## config.mk

```make
export PLATFORM = sky130hd
export DESIGN_NAME = instr_encoder_writer
export DESIGN_NICKNAME = d
export VERILOG_FILES = /design/src/rtl/instr_encoder_writer.sv
export SDC_FILE = /design/constraint.sdc
export NUM_CORES = 1
export LEC_CHECK = 0
export CORE_MARGIN = 5
export CORE_UTILIZATION = 41
export DETAILED_ROUTE_END_ITERATION = 16
export PLACE_DENSITY = 0.81
export SYNTH_ARGS = -nofsm -noshare
export SYNTH_HDL_FRONTEND = slang
export SYNTH_SLANG_ARGS = --single-unit
```

## constraint.sdc

```tcl
create_clock -name clk -period 2.8 [get_ports clk]
set_clock_uncertainty 0.1 [all_clocks]
set_input_delay 0.56 -clock clk [delete_from_list [all_inputs] [get_ports clk]]
set_output_delay 0.56 -clock clk [all_outputs]
set_load 0.05 [all_outputs]
```

## src/rtl/instr_encoder_writer.sv

```systemverilog
// instr_encoder_writer: packs RV32I instruction fields into 32-bit words and writes them
// sequentially into instruction memory starting at BASE_ADDR.
// Optional feature macro: IMM_RANGE_CHECK_EN (reject immediates that do not fit the format).
module instr_encoder_writer #(
    parameter logic [31:0] BASE_ADDR = 32'h0000_0000,
    parameter int unsigned DEPTH     = 256
) (
    input  logic                         clk,
    input  logic                         rst,
    input  logic                         start,
    input  logic                         in_valid,
    output logic                         in_ready,
    input  logic [2:0]                   in_fmt,
    input  logic [6:0]                   in_opcode,
    input  logic [4:0]                   in_rd,
    input  logic [4:0]                   in_rs1,
    input  logic [4:0]                   in_rs2,
    input  logic [2:0]                   in_funct3,
    input  logic [6:0]                   in_funct7,
    input  logic [31:0]                  in_imm,
    output logic                         imem_we,
    output logic [31:0]                  imem_addr,
    output logic [31:0]                  imem_wdata,
    output logic [$clog2(DEPTH+1)-1:0]   count,
    output logic                         full,
    output logic                         err
);

    localparam int unsigned CW = $clog2(DEPTH + 1);

    typedef enum logic [1:0] {StIdle, StRun, StFull} state_e;

    state_e          state_q, state_d;
    logic [CW-1:0]   count_q;
    logic            we_q, err_q;
    logic [31:0]     addr_q, wdata_q;
    logic [31:0]     enc_word;
    logic            fmt_ok, imm_ok;
    logic            hs, wr, bad;

    // Field packing per instruction format; formats 6/7 are flagged illegal.
    always_comb begin
        enc_word = '0;
        fmt_ok   = 1'b1;
        case (in_fmt)
            3'd0: enc_word = {in_funct7, in_rs2, in_rs1, in_funct3, in_rd, in_opcode};
            3'd1: enc_word = {in_imm[11:0], in_rs1, in_funct3, in_rd, in_opcode};
            3'd2: enc_word = {in_imm[11:5], in_rs2, in_rs1, in_funct3, in_imm[4:0], in_opcode};
            3'd3: enc_word = {in_imm[12], in_imm[10:5], in_rs2, in_rs1, in_funct3,
                              in_imm[4:1], in_imm[11], in_opcode};
            3'd4: enc_word = {in_imm[31:12], in_rd, in_opcode};
            3'd5: enc_word = {in_imm[20], in_imm[10:1], in_imm[11], in_imm[19:12],
                              in_rd, in_opcode};
            default: fmt_ok = 1'b0;
        endcase
    end

`ifdef IMM_RANGE_CHECK_EN
    // Immediate must be representable exactly in the format's encoded bits.
    always_comb begin
        imm_ok = 1'b1;
        case (in_fmt)
            3'd1, 3'd2: imm_ok = (&in_imm[31:11]) | ~(|in_imm[31:11]);
            3'd3:       imm_ok = ((&in_imm[31:12]) | ~(|in_imm[31:12])) & ~in_imm[0];
            3'd4:       imm_ok = ~(|in_imm[11:0]);
            3'd5:       imm_ok = ((&in_imm[31:20]) | ~(|in_imm[31:20])) & ~in_imm[0];
            default:    imm_ok = 1'b1;
        endcase
    end
`else
    assign imm_ok = 1'b1;
`endif

    assign hs  = in_valid & in_ready;
    assign wr  = hs & fmt_ok & imm_ok;
    assign bad = hs & ~(fmt_ok & imm_ok);

    // State register.
    always_ff @(posedge clk) begin
        if (rst) state_q <= StIdle;
        else     state_q <= state_d;
    end

    // Next-state: start always (re)enters RUN; the DEPTH-th write moves to FULL.
    always_comb begin
        state_d = state_q;
        case (state_q)
            StIdle: if (start) state_d = StRun;
            StRun: begin
                if (start)                                 state_d = StRun;
                else if (wr && count_q == CW'(DEPTH - 1))  state_d = StFull;
            end
            StFull: if (start) state_d = StRun;
            default: state_d = StIdle;
        endcase
    end

    // FSM outputs: start suppresses the handshake so it always wins over in_valid.
    always_comb begin
        in_ready = (state_q == StRun) && !full && !start;
    end

    // Registered write port, word counter and error pulse.
    always_ff @(posedge clk) begin
        if (rst) begin
            we_q    <= 1'b0;
            err_q   <= 1'b0;
            addr_q  <= '0;
            wdata_q <= '0;
            count_q <= '0;
        end else begin
            we_q  <= wr;
            err_q <= bad;
            if (wr) begin
                addr_q  <= BASE_ADDR + (32'(count_q) << 2);
                wdata_q <= enc_word;
            end
            if (start)   count_q <= '0;
            else if (wr) count_q <= count_q + CW'(1);
        end
    end

    assign imem_we    = we_q;
    assign imem_addr  = addr_q;
    assign imem_wdata = wdata_q;
    assign count      = count_q;
    assign full       = (count_q == CW'(DEPTH));
    assign err        = err_q;

endmodule

```

==> results list <==
- After clock tree synthesis, the clock-pin slew on the worst setup and hold paths is 110 ps.
- The sequential cells in the finished layout cover a total of 0.00108 mm^2.
- Dividing the detail-routed via count by the number of cells gives 5.39.
- Number of buffers added for setup after CTS: 0
* Final wirelength: 9010 um
- The first global-routing pass estimated 14300 um of wire.
- At the pin with the least slew margin, the transition time is 918 ps.
- Final Hold Vio Count: 0
- Number of buffers inserted by hold repair at cts: 0
* Number of max-slew violations in the final report: 0
- Tracing the worst setup path back leads to its startpoint at count[0].
* Effective utilization at floorplan: 0.415
* Dominant cells by area after synthesis: dfxtp_1, a21oi_1, a211oi_2
- The clock reaches the later pin of the worst-skew pair after between 300 and 400 ps.
* Total global routing overflow: 0
- Sequential fraction of the synthesis area: 0.365
* Detailed-route via count: 2963
- Post-Route Utilization: 0.599
- Startpoint type of the worst setup path: flop
- For this run, the leading register cell type out of synthesis is dfxtp_1.
- Overall die height: 95.0 um
- Register-to-register setup slack: 460 ps
- Measured against its own limit, the worst slew margin works out to 0.388.
* Clock sink count: 54
- Number of CTS-inserted buffers: 5
- Top-area cell type share of the netlist area: 0.365
- Htree depth: 2
- Yosys mapped a number of flops with a built-in enable equal to 0.
- After synthesis, the netlist uses 43 different library cells.
* Antenna violation net count after detailed routing: 0
- The worst-case IR drop observed on VDD is 0.000233 V.
- Syn avg cell area: 8.71 um^2
- Counting cells, the worst reg-to-reg path comes to 8.
- Final Wtd Congestion: 0.817
* Area growth from synthesis to layout: 44.4%
- Required arrival time at the worst endpoint: 2140 ps
* Die outline area: 0.00902 mm^2
- Worst R2R Start: count[0]
- Warnings from Yosys: 0
* Antenna violations before repair: 0
- At the end of the flow, the number of nets in the layout was 524.
- Minimum clock period after layout: 2640 ps
- Port-buffer cells: 124
* Bufs on Longest Clock Path: 2
* Final count of negative-setup-slack endpoints: 0
- Final cycle utilization of the critical path: 0.944
- Status: finished clean
- Detailed placement HPWL: roughly 6800 um
- Summing all placed instances gives a cell area of 0.00416 mm^2.
- Leakage component of the power: 1.44 nW
* Worst min-delay path category: reg2reg
- IO Pins: 148
- STA classifies the critical path endpoint as an output pin.
* Dominant cell by count in the synthesized netlist: a21oi_1
- WS Path Type: reg2out
* Top cells by count, synth: a21oi_1, dfxtp_1, buf_4
- The via count of the first global-routing pass was 2965.
- Drt initial violations: 142
- Max-cap violations in this run came to 0.
- In the final routed layout, each cell accounts on average for 16.4 um.
* CTS tree: yes
- Count of cells resized by post-cts repair: 0
- Peak Freq: 0.378 GHz
- Post-layout instance area: 0.00427 mm^2
- Total DRC errors in the routed layout: 0
- Floorplan Core Area: 0.00714 mm^2
- Register bit total from synthesis: 54
* Total of fill cells in the finished design: 641
- Worst EP arrival: 1980 ps
- CTS placed an instance of clkbuf_8 at the clock tree root.
* Setup_tns: 0 ps
- Combined area of the multi-input logic cells: between 0.0015 and 0.002 mm^2
- In the synthesized netlist, the number of instances is 340.
- The pre-antenna-repair detailed-routing pass consisted of 4 iterations.
- Overall global routing resource usage: 0.199
- Total number of placement rows: 31
- Mapped cell area: 0.00296 mm^2
- Of all nets on the critical path, the largest fanout is 13.
- Pin count of the biggest net entering global routing: 49
* Die Span X: 95.0 um
- R2R Path End: imem_wdata[10]
* Share of layout cells above drive strength 1: 0.120
- The critical path ends at in_ready.
* Antenna diodes: 0
- Pwr dens: roughly 420 mW/mm^2
- Synth async-reset ratio: 0
- The synthesized design spends more area on one cell type than any other, namely dfxtp_1.
- RSZ-0062 raised after global routing: false
-- report_power, final --
part / total (mW) / switching, mW / internal, mW / leakage (nW)
clock: 0.543 / 0.272 / 0.271 / 0.0587
sequential: 0.794 / 0.00960 / 0.785 / 0.437
combinational: 0.463 / 0.282 / 0.181 / 0.942
total: 1.80 / 0.564 / 1.24 / 1.44
-- worst min-delay path by stage --
stage,start,endpoint,cells past startpoint
3_5_place_dp,imem_wdata[2],imem_wdata[2],2
5_1_grt,imem_wdata[2],imem_wdata[2],2
3_3_place_gp,imem_wdata[2],imem_wdata[2],2
6_report,imem_wdata[2],imem_wdata[2],2
2_1_floorplan,state_q[1],state_q[1],2
4_1_cts,state_q[1],state_q[1],2
-- per-stage QoR --
step	worst slack (ps)	cells	hold WS [ps]	power [mW]
2_1_floorplan	220	362	350	1.12
3_3_place_gp	353	542	360	1.26
3_5_place_dp	296	542	365	1.27
4_1_cts	152	550	380	1.81
5_1_grt	56.4	550	404	1.88
6_report	156	550	379	1.80
-- sequential cells by signal, summed over array words and instances (netlist names) --
| register | flops |
|---|---|
| count | 9 |
| err | 1 |
| imem_addr | 9 |
| imem_wdata | 32 |
| imem_we | 1 |
| state_q | 2 |
-- cell usage in the layout, fill, tap and decap left out, types with 3 or more instances in the layout --
cell type / Yosys / layout
a211oi_1: 4 / 4
a211oi_2: 20 / 20
a21oi_1: 58 / 58
a22o_1: 5 / 5
a22oi_1: 22 / 22
buf_4: 24 / 14
clkbuf_8: 0 / 5
clkdlybuf4s50_1: 0 / 121
conb_1: 1 / 23
dfxtp_1: 54 / 54
ha_1: 3 / 3
inv_1: 5 / 5
mux2i_1: 5 / 5
nand2_1: 11 / 11
nand3_1: 23 / 23
nor2_1: 9 / 9
nor2b_1: 10 / 10
o21ai_0: 20 / 20
o22a_1: 6 / 6
-- cell type report --
class | instances | area share
clock buffers | 5 | 0.0161
clock inverters | 3 | 0.0111
inverters | 6 | 0.00585
multi-input cells | 246 | 0.371
flip-flops and latches | 54 | 0.253
well taps | 99 | 0.0290
repair buffers | 137 | 0.314
-- cells by family after synthesis --
group / synth area share
compound gates: 0.341
other cells: 0.00127
mux: 0.0245
flops: 0.365
fa+ha+maj: 0.0127
simple gates: 0.128
buf+inv: 0.127
-- layer usage --
metal  share of wire  routed length, um  global-route usage
met5               0                  0                   0
met4           0.020                180              0.0577
met3            0.10                912              0.0773
met2            0.49               4420               0.345
met1            0.39               3510               0.225
-- critical path, stage by stage, from the launching register on --
cell and delay (ps):
dfxtp_1 380, inv_1 100, ha_1 150, or4b_1 480, o21ai_2 230, inv_4 120
buf_4 210
No activity file was read; power rests on OpenSTA's default activity.
